`src/rtl/tts_pkg.sv`:
```
// ============================================================================
//  tts_pkg : shared types and geometry helpers for truth_table_sweeper
//  Rev 1.0
// ============================================================================
`default_nettype none

package tts_pkg;

  typedef enum logic [2:0] {
    ST_IDLE  = 3'd0,
    ST_ISSUE = 3'd1,
    ST_DRAIN = 3'd2,
    ST_EMIT  = 3'd3,
    ST_FIN   = 3'd4
  } tts_state_t;

  localparam int N_IN_DEF   = 8;
  localparam int WORD_W_DEF = 32;
  localparam int N_MIN      = 2 ** N_IN_DEF;
  localparam int N_WORDS    = N_MIN / WORD_W_DEF;
  localparam int CNT_W      = N_IN_DEF + 1;

  function automatic int tts_n_min(input int n_in);
    return 1 << n_in;
  endfunction

  // Word width must be a power of two that tiles the minterm space exactly.
  function automatic bit tts_geom_ok(input int n_in, input int word_w);
    int n_min;
    n_min = 1 << n_in;
    return (word_w >= 1) && (word_w <= n_min) &&
           ((word_w & (word_w - 1)) == 0) && ((n_min % word_w) == 0);
  endfunction

endpackage

`default_nettype wire

```
`src/rtl/tts_lat_pipe.sv`:
```
// ============================================================================
//  tts_lat_pipe : LAT-deep tag pipe keeping sample tags aligned with y_in
//  Rev 1.0
// ============================================================================
`default_nettype none

module tts_lat_pipe #(
  parameter int LAT = 0,
  parameter int W   = 1
) (
  input  logic         clk,
  input  logic         rst_n,
  input  logic [W-1:0] i_d,
  output logic [W-1:0] o_d
);

  generate
    if (LAT == 0) begin : g_wire
      logic w_unused;
      assign w_unused = clk ^ rst_n;
      assign o_d      = i_d;
    end else begin : g_sr
      logic [W-1:0] r_sr [LAT];
      always_ff @(posedge clk) begin
        if (!rst_n) begin
          for (int i = 0; i < LAT; i++) r_sr[i] <= '0;
        end else begin
          r_sr[0] <= i_d;
          for (int i = 1; i < LAT; i++) r_sr[i] <= r_sr[i-1];
        end
      end
      assign o_d = r_sr[LAT-1];
    end
  endgenerate

endmodule

`default_nettype wire

```
`src/rtl/truth_table_sweeper.sv`:
```
// ============================================================================
//  truth_table_sweeper : sweeps all minterms of an N_IN-input function and
//  streams the captured truth table as WORD_W-bit words with on-set count.
//  Rev 1.0
// ============================================================================
`default_nettype none

module truth_table_sweeper
  import tts_pkg::*;
#(
  parameter int N_IN   = 8,
  parameter int WORD_W = 32,
  parameter int LAT    = 0
) (
  input  logic              clk,
  input  logic              rst_n,
  input  logic              start,
  output logic [N_IN-1:0]   x_out,
  input  logic              y_in,
  output logic              busy,
  output logic              done,
  output logic [N_IN:0]     onset_cnt,
  output logic              tt_valid,
  input  logic              tt_ready,
  output logic [WORD_W-1:0] tt_data,
  output logic [N_IN-1:0]   tt_idx,
  output logic              tt_last
);

  localparam int TT_MIN = tts_n_min(N_IN);
  localparam int TT_CW  = N_IN + 1;
  localparam int WB     = $clog2(WORD_W);
  localparam int BI_W   = (WB > 0) ? WB : 1;
  localparam int DW     = (LAT > 0) ? $clog2(LAT + 1) : 1;

  generate
    if (!tts_geom_ok(N_IN, WORD_W)) begin : g_bad_geom
      $error("truth_table_sweeper: WORD_W must be a power of two dividing 2**N_IN");
    end
  endgenerate

  tts_state_t r_state, w_state_nxt;

  logic [TT_CW-1:0]  r_min;
  logic [N_IN-1:0]   r_widx;
  logic [WORD_W-1:0] r_buf;
  logic [TT_CW-1:0]  r_onset;
  logic [DW-1:0]     r_drn;
  logic [BI_W-1:0]   w_bit;
  logic              w_last_issue, w_drain_done, w_last_word;
  logic              w_cap_vld;
  logic [BI_W-1:0]   w_cap_bit;

  generate
    if (WB > 0) begin : g_bit
      assign w_bit = r_min[BI_W-1:0];
    end else begin : g_bit0
      assign w_bit = '0;
    end
  endgenerate

  assign w_last_issue = (w_bit == BI_W'(WORD_W - 1));
  assign w_drain_done = (r_drn == DW'((LAT > 0) ? LAT - 1 : 0));
  // The counter has already stepped past the word, so the end is 2**N_IN itself.
  assign w_last_word  = (r_min == TT_CW'(TT_MIN));

  tts_lat_pipe #(.LAT(LAT), .W(BI_W + 1)) u_pipe (
    .clk   (clk),
    .rst_n (rst_n),
    .i_d   ({(r_state == ST_ISSUE), w_bit}),
    .o_d   ({w_cap_vld, w_cap_bit})
  );

  always_ff @(posedge clk) begin
    if (!rst_n) r_state <= ST_IDLE;
    else        r_state <= w_state_nxt;
  end

  always_comb begin
    w_state_nxt = r_state;
    case (r_state)
      ST_IDLE:  if (start) w_state_nxt = ST_ISSUE;
      ST_ISSUE: if (w_last_issue) w_state_nxt = (LAT > 0) ? ST_DRAIN : ST_EMIT;
      ST_DRAIN: if (w_drain_done) w_state_nxt = ST_EMIT;
      ST_EMIT:  if (tt_ready) w_state_nxt = w_last_word ? ST_FIN : ST_ISSUE;
      ST_FIN:   w_state_nxt = ST_IDLE;
      default:  w_state_nxt = ST_IDLE;
    endcase
  end

  always_comb begin
    busy     = (r_state == ST_ISSUE) || (r_state == ST_DRAIN) || (r_state == ST_EMIT);
    done     = (r_state == ST_FIN);
    tt_valid = (r_state == ST_EMIT);
    tt_last  = (r_state == ST_EMIT) && w_last_word;
    x_out    = (r_state == ST_ISSUE) ? r_min[N_IN-1:0] : '0;
  end

  always_ff @(posedge clk) begin
    if (!rst_n) begin
      r_min   <= '0;
      r_widx  <= '0;
      r_buf   <= '0;
      r_onset <= '0;
      r_drn   <= '0;
    end else begin
      if (r_state == ST_IDLE && start) begin
        r_min   <= '0;
        r_widx  <= '0;
        r_buf   <= '0;
        r_onset <= '0;
      end
      if (r_state == ST_ISSUE) r_min <= r_min + 1'b1;
      if (r_state == ST_ISSUE)      r_drn <= '0;
      else if (r_state == ST_DRAIN) r_drn <= r_drn + 1'b1;
      if (w_cap_vld && (r_state == ST_ISSUE || r_state == ST_DRAIN)) begin
        r_buf[w_cap_bit] <= y_in;
        r_onset          <= r_onset + {{(TT_CW-1){1'b0}}, y_in};
      end
      if (r_state == ST_EMIT && tt_ready && !w_last_word) r_widx <= r_widx + 1'b1;
    end
  end

  assign onset_cnt = r_onset;
  assign tt_data   = r_buf;
  assign tt_idx    = r_widx;

endmodule

`default_nettype wire
```
`config.mk`:
```
export PLATFORM = sky130hd
export DESIGN_NAME = truth_table_sweeper
export DESIGN_NICKNAME = d
export VERILOG_FILES = /design/src/rtl/tts_pkg.sv /design/src/rtl/tts_lat_pipe.sv /design/src/rtl/truth_table_sweeper.sv
export SDC_FILE = /design/constraint.sdc
export NUM_CORES = 1
export LEC_CHECK = 0
export ABC_AREA = 0
export CAP_MARGIN = 20
export CORE_ASPECT_RATIO = 0.8
export CORE_MARGIN = 2
export CORE_UTILIZATION = 55
export DETAILED_ROUTE_END_ITERATION = 6
export PLACE_DENSITY = 0.92
export SETUP_SLACK_MARGIN = 0.05
export SLEW_MARGIN = 20
export SYNTH_ARGS = -nofsm -noshare
export SYNTH_HDL_FRONTEND = slang
export SYNTH_SLANG_ARGS = --single-unit
export TNS_END_PERCENT = 10
```
`constraint.sdc`:
```
create_clock -name clk -period 4.04 [get_ports clk]
set_input_delay 0.808 -clock clk [delete_from_list [all_inputs] [get_ports clk]]
set_output_delay 0.808 -clock clk [all_outputs]
set_load 0.02 [all_outputs]
```
Word-level counts from Yosys, hierarchy flattened
Cells that the tools add are included.
{ "totals": {"register_bits": 62, "latchBits": 0, "mem_bits_rw": 0, "mem_bits_ro": 0, "in_bits": 5, "out_inout_bits": 61, "elab_cells": 56, "n_memories": 0} }
{ "op_classes": {"n_addsub": 4, "mul": 0, "div_mod_pow": 0, "magnitude_cmp": 2, "eq_ne": 10, "shift": 0, "mux": 18, "bitwise_logic": 1, "n_reduce_logical": 15} }
{ "op_table": {"columns": ["cell", "count"], "rows": [
  ["32-bit 2-to-1 mux", 3],
  ["32-bit bitwise mux", 1],
  ["9-bit 2-to-1 mux", 3],
  ["8-bit 2-to-1 mux", 3],
  ["3-bit 2-to-1 mux", 5],
  ["3-bit one-hot mux with 4 select lines", 1],
  ["9-bit by 1-bit adder with 9-bit output", 1],
  ["9-bit by 1-bit adder with 9-bit output (second input constant)", 1],
  ["9-bit == test (second input constant)", 1],
  ["8-bit by 1-bit adder with 8-bit output (second input constant)", 1],
  ["3-bit by 2-bit == test with 1-bit output (second input constant)", 2],
  ["1-bit logical AND", 6],
  ["5-bit by 6-bit < comparator with 1-bit output (second input constant)", 1],
  ["2-bit != test (second input constant)", 3],
  ["2-bit nonzero test", 3],
  ["1-bit demux with 5-bit select", 1],
  ["5-bit == test (second input constant)", 1],
  ["5-bit by 1-bit >= comparator with 1-bit output (second input constant)", 1],
  ["4-bit AND reduction", 1],
  ["3-bit by 1-bit == test with 1-bit output (second input constant)", 1],
  ["3-bit == test (second input constant)", 1],
  ["3-bit logical NOT", 1],
  ["1-bit logical OR", 2],
  ["2-bit by 1-bit != test with 1-bit output (second input constant)", 1],
  ["other kinds (5)", 5]
]} }

Longest topological paths before layout
Gate-level depths: netlist of run 1.
{ "depth": {"word_depth": 6, "depth_mapped": 7, "depth_no_buf": 6} }

Hierarchy
From an unflattened synthesis of run 1, not the netlist that was laid out.
{ "hier_totals": {"hier_cells": 401, "area_unflattened_um2": 3229.3} }
{ "modules_own_cells": {"columns": ["module", "n_inst", "cells_per_inst", "area_each_um2", "seq_area_each_um2"], "rows": [
  ["truth_table_sweeper", 1, 395, 3184.3, 1241.2],
  ["tts_lat_pipe", 1, 6, 45.0, 0.0]
]} }

Worst setup path after synthesis of run 1
Ideal clock, no wire load.
{ "synth_timing": {"path_kind": "reg2out", "start": "register r_min[0]", "end": "output tt_last", "t_arrival_ns": 1.620, "required_time_ns": 3.232, "path_slack_ns": 1.612, "path_stages_with_launch": 6, "n_path_buf": 0, "cell_sequence": "dfxtp_1 inv_1 ha_1 or4b_1 or2_1 nor3_2"} }
{ "synth_via": {"elab_chain_cells": 2} }
{ "synth_rtl": {"columns": ["element", "line_no", "source"], "rows": [
  ["start, declared", "truth_table_sweeper.sv:44", "logic [TT_CW-1:0] r_min;"],
  ["start signal, assigned", "truth_table_sweeper.sv:113", "if (r_state == ST_ISSUE) r_min <= r_min + 1'b1;"],
  ["9-bit == test", "truth_table_sweeper.sv:65", "assign w_last_word = (r_min == TT_CW'(TT_MIN));"],
  ["1-bit logical AND", "truth_table_sweeper.sv:95", "tt_last = (r_state == ST_EMIT) && w_last_word;"],
  ["end, declared", "truth_table_sweeper.sv:27", "output logic tt_last"]
]} }
Every way passes these cells.

Worst setup path in the final report of run 1
{ "layout_timing": {"start": "register r_min[4]", "end": "output tt_last"} }
Same word-level chain as after synthesis.

==> out/metrics.cfg, run 1 <==
[drt]
top_layer = met4
ant_nets = 0
wl_mm = 8.348
wl_per_cell_um = 16.66
drt_pass1_iterations = 5
wirelength_met1_mm = 3.662
drc = 0
via_per_inst = 6.120
dr_wl_met2_mm = 3.908
route.met3.wl_um = 617
vias = 3066
drtIter0Drc = 332

[die]
die_x_um = 88.03
initial_utilization_pct = 56.85
ios = 66
die_height_um = 71.22
dieArea_um2 = 6270
rows = 24
coreArea_um2 = 5465

[placed_design]
place_congestion = 0.8134
pre_cts_slack_ps = 1025
dp.cells = 485
numPortBuffers = 65
placed_area_um2 = 3717
dp_hpwl_mm = 5.267

[layout]
n_antenna_cell = 0
finalNonFillerCells = 501
drive_above_1_share_pct = 7.329
fill_cells = 415
fin_area_um2 = 3951
final_util_pct = 72.30
final_nets = 431
area_growth_syn_to_layout_pct = 27.18

[outcome]
status = complete, no violations

[sta]
finalCritPeriodShare_pct = 83.84
setup-tns-final_ps = 0
slew_viol_final = 0
tightest_slew_ps = 911.5
finalSetupViolCount = 0
rsz0062_at_grt = false
fin_ws_ps = 652.9
clock_skew_ps = 8.644
period_minus_slack_ps = 3387
fmax_mhz = 295.2
hold_violations = 0
slew_headroom_pct = 39.17

[power_and_ir_drop]
vdd_drop_max_mv = 0.2172
power_per_cell_area_nw_per_um2 = 339.0
power.leakage_nw = 1.334

[min_path]
holdCritStartpoint = r_drn
hold_path.class = flip-flop to flip-flop

[critical_path]
worstPathRequired_ps = 3230
critPathKind = flip-flop to primary output
crit_path_start_kind = flip-flop
end_kind = primary output
arrival_ps = 2580
crit_start = r_min[4]
cp_max_fo = 23
reg2reg_from = r_state[0]

[synthesis]
synth.most_common_cell = dfxtp_1
ys.flop_type = dfxtp_1
ys_top_cells_by_count = dfxtp_1 (62), a21oi_1 (41), nand3_1 (40)
yosysTopAreaCell = dfxtp_1
avgSynthCellArea_um2 = 8.374
yosys_warnings = 0
synth_area_um2 = 3107
synth_area_leaders = dfxtp_1 (40%), o211ai_1 (8.0%), a21oi_1 (6.6%)
synth_nets = 384
ys_ff_latch = 62
synth_async_sr_flop_share_pct = 0
yosys.cell_types.count = 53
synth-edff-count = 0
synth_top_area_share_pct = 39.95
ys_seq_area_share_pct = 39.95
synth_cells = 371

[global_route]
grt_max_degree = 47
grt_pass1_vias = 2830
grt_usage_pct = 27.18
antenna_found_initial = 0
grt_overflow = 0
grt_pass1_wl_mm = 13.32

[cts]
ctsLongestPathBuffers = 2
clk_pin_slew_ps = 70
hold_buffers = 0
cts_sinks = 62
cts.repair.resized = 0
htreeDepth = 3
clock-root-buffer = clkbuf_8
cts_buffers = 9
insertion_delay_ps = 340
cts_tree = built
cts_setup_buffers = 0

[flow_run]
drv_cap = 0

## layer usage
layer  vias to the layer above  track usage (%)
li1                       1449                -
met1                      1439            36.69
met2                       156            42.42
met3                        22            6.682
met4                         0            10.44
met5                         -                0
## power by group
group / internal, mW / total, mW / switching (mW)
Sequential: 0.615 / 0.620 / 0.00481
Clock: 0.397 / 0.630 / 0.233
Combinational: 0.0257 / 0.0890 / 0.0633
Total: 1.04 / 1.34 / 0.301
## worst paths after layout
check | end | slack (ps) | depth (start not counted)
worst max-delay path | tt_last | 650 | 4
worst min-delay path | r_drn | 480 | 2
worst max register to register | r_min[2] | 1740 | 4
worst min register to register | r_drn | 480 | 2
## state kept, by name (all words and copies together) (netlist names)
name       count
r_state        3
r_min          9
tt_idx         8
tt_data       32
onset_cnt      9
r_drn          1
## cell usage in the layout, fill, tap and decap left out, drive strengths merged, types with 2 or more instances in the layout
cell and n:
a21oi 41, a22oi 4, a311oi 3, a31oi 2, a41oi 2, and2 15
and3 8, and3b 2, buf 2, bufinv 2, clkbuf 13, clkdlybuf4s50 65
clkinv 2, dfxtp 62, ha 8, inv 4, mux2 3, mux2i 3
nand2 27, nand2b 8, nand3 40, nand3b 3, nand4 5, nor2 23
nor2b 3, nor3 7, nor3b 3, o211ai 33, o21a 2, o21ai 6
or2 3, or3 3, or3b 2, or4b 3
## logic make-up (layout without fill, tap and decap cells)
family                   count (synthesis)  after routing  share of synthesized area (%)
multiplexers                             6              6                          2.054
buffers and inverters                   36             88                          5.517
AO/OA/AOI/OAI                           98             98                          20.42
flip-flops                              62             62                          39.95
AND/OR/NAND/NOR                        160            160                          28.56
XOR/XNOR                                 1              1                         0.2820
adder cells (fa/ha/maj)                  8              8                          3.222
## through the flow
step / total power [mW] / hold slack [ps]
final: 1.339 / 481.2
after global routing: 1.378 / 493.1
after CTS: 1.342 / 479.5
after detailed placement: 0.7193 / 470.1
after global placement: 0.7171 / 450.2
after floorplan: 0.6981 / 434.7
## cell type report
type | instances | area (um^2) | area share, %
Clock inverter | 3 | 65.06 | 1.647
Timing Repair Buffer | 67 | 665.6 | 16.85
Tap cell | 78 | 97.59 | 2.470
Multi-Input combinational cell | 273 | 1694 | 42.88
Clock buffer | 13 | 168.9 | 4.275
Sequential cell | 62 | 1241 | 31.41
Inverter | 5 | 18.77 | 0.4750
## worst max-delay path: stages (launching register included)
cell and delay, ps:
dfxtp_1 530, or4b_1 670, or2_1 280, nor3_2 130
clkdlybuf4s50_1 630
No activity file was read; power rests on OpenSTA's default activity.
==> run 2: changes to the inputs <==
- CORE_UTILIZATION: 55 -> 51
- PLACE_DENSITY: 0.92 -> 0.87
- clock period: 4.04 -> 3.3 ns (I/O delays scaled with it)
==> out/metrics.cfg, run 2 (synthesis results as in run 1) <==
[outcome]
status = complete, no violations

[sta]
finalCritPeriodShare_pct = 89.83
slew_headroom_pct = 56.09  ; +17 points
fmax_mhz = 337.3
setup-tns-final_ps = 0  ; unchanged
finalSetupViolCount = 0  ; unchanged
tightest_slew_ps = 658.0  ; -253.5 ps
clock_skew_ps = 5.829  ; -2.815 ps
slew_viol_final = 0  ; unchanged
rsz0062_at_grt = false
period_minus_slack_ps = 2965
hold_violations = 0  ; unchanged

[layout]
layout_common_cells = clkdlybuf4s50_1 (64), dfxtp_1 (62), a21oi_1 (41)
n_antenna_cell = 0  ; unchanged
final_util_pct = 67.32  ; -5.0 points
drive_above_1_share_pct = 8.392  ; +1.1 points
finalNonFillerCells = 510  ; +1.8%
largest_reg_flops = 32  ; unchanged
final_nets = 437  ; +1.4%
layout_commonest_cell = clkdlybuf4s50_1
area_growth_syn_to_layout_pct = 28.11
fin_area_um2 = 3980  ; +0.73%

[global_route]
grt_max_degree = 47  ; unchanged
grt_pass1_wl_mm = 13.06  ; -1.9%
grt_usage_pct = 24.61  ; -2.6 points
antenna_found_initial = 0  ; unchanged
grt_overflow = 0  ; unchanged
grt_pass1_vias = 2760  ; -2.5%

[cts]
insertion_delay_ps = 340  ; about the same
cts_tree = built
cts_buffers = 9  ; unchanged
clk_pin_slew_ps = 70  ; about the same
clock-root-buffer = clkbuf_8
cts_sinks = 62  ; unchanged
ctsLongestPathBuffers = 2  ; unchanged
htreeDepth = 3  ; unchanged

[placed_design]
dp.cells = 494  ; +1.9%
placed_area_um2 = 3766  ; +1.3%
numPortBuffers = 65  ; unchanged
dp_hpwl_mm = 5.286  ; +0.35%
place_congestion = 0.8429  ; +3.6%

[drt]
ant_nets = 0  ; unchanged
wl_mm = 7.917  ; -5.2%
drc = 0  ; unchanged
drtIter0Drc = 310  ; -6.6%
vias = 3030  ; -1.2%
wl_per_cell_um = 15.52  ; -6.8%
via_per_inst = 5.941  ; -2.9%
drt_pass1_iterations = 5  ; unchanged

[critical_path]
critPathKind = flip-flop to primary output
arrival_ps = 2300  ; -280 ps
crit_buf_inv = 1  ; unchanged
cp_top_family = simple AND/OR/NAND/NOR gates
crit_path_start_kind = flip-flop
end_kind = primary output
cpPeakStageDelay_ps = 630  ; -40 ps
cp_max_fo = 20  ; -13%
crit_slowest_cell = nor3b_4
path_cells = nor3b_4, and2_1, clkdlybuf4s50_1
worstPathRequired_ps = 2640  ; -590 ps

[die]
die_height_um = 73.81  ; +3.6%
initial_utilization_pct = 52.55  ; -4.3 points
rows = 25  ; +4.2%
ios = 66  ; unchanged
die_x_um = 91.26  ; +3.7%
dieArea_um2 = 6736  ; +7.4%
coreArea_um2 = 5912  ; +8.2%

[power_and_ir_drop]
power.leakage_nw = 1.361  ; +2.0%
total_power_mw = 1.605  ; +20%
power_per_cell_area_nw_per_um2 = 403.4  ; +19%
vdd_drop_max_mv = 0.2906  ; +34%

[flow_run]
drv_cap = 0  ; unchanged

[min_path]
hold_path.class = flip-flop to flip-flop

[run 2: cell types whose count changed in the layout (fill, tap and decap cells not counted), sizes merged]
| cell | before | now |
|---|---|---|
| clkbuf | 13 | 12 |
| dlygate4sd2 | 0 | 1 |
| buf | 2 | 8 |
| clkdlybuf4s50 | 65 | 64 |
| clkinv | 2 | 3 |
[run 2: worst paths after layout]
check	start	end	slack [ps]	cells past startpoint
max reg2reg	r_state[0]	tt_data[20]	1180	5
min reg2reg	r_drn	r_drn	480	2
max	r_state[0]	x_out[5]	340	3
min	r_drn	r_drn	480	2
[run 2: layout make-up]
class	count	area (um^2)
Clock buffer	12	145.1
Clock inverter	4	70.07
Fill cell	457	1932
Inverter	5	18.77
Multi-Input combinational cell	273	1694
Sequential cell	62	1241
Tap cell	81	101.3
Timing Repair Buffer	73	709.4
[run 2: power by group]
part / total [mW] / switching, mW / internal [mW]
registers: 0.759 / 0.00575 / 0.753
clock network: 0.734 / 0.290 / 0.444
logic: 0.112 / 0.0780 / 0.0343
[run 2: worst min-delay path, cell delays in order (launching register included)]
cell	delay, ps
dfxtp_1	320
nand2_1	60
a21oi_1	60
[run 2: routing by layer]
| layer | up-vias | track usage [%] | part of all wire, % |
|---|---|---|---|
| met5 | - | 0 | 0 |
| met4 | 0 | 8.586 | 1.2 |
| met3 | 8 | 7.692 | 6.5 |
| met2 | 112 | 37.53 | 46 |
| met1 | 1446 | 33.23 | 47 |
| li1 | 1464 | - | - |
[run 2: per-stage QoR]
stage / hold slack [ps] / setup WS (ps)
2_1_floorplan: 434.7 / 1020
3_3_place_gp: 447.9 / 492.9
6_report: 475.3 / 335.4
4_1_cts: 477.6 / 316.1
3_5_place_dp: 467.8 / 424.0
5_1_grt: 497.5 / 158.4
[run 2: repair_timing]
| item | in CTS | in global routing |
|---|---|---|
| endpoints found under the setup margin | 1 | 0 |
| hold buffers | 0 | 0 |
| resized for setup | 1 | 0 |
| buffers inserted | 0 | 0 |
==> run 3: changes to the inputs <==
- SLEW_MARGIN: 20 -> 25
==> results of run 3 <==
Same layout as run 2: the final DEF is identical, and so are final timing and power.
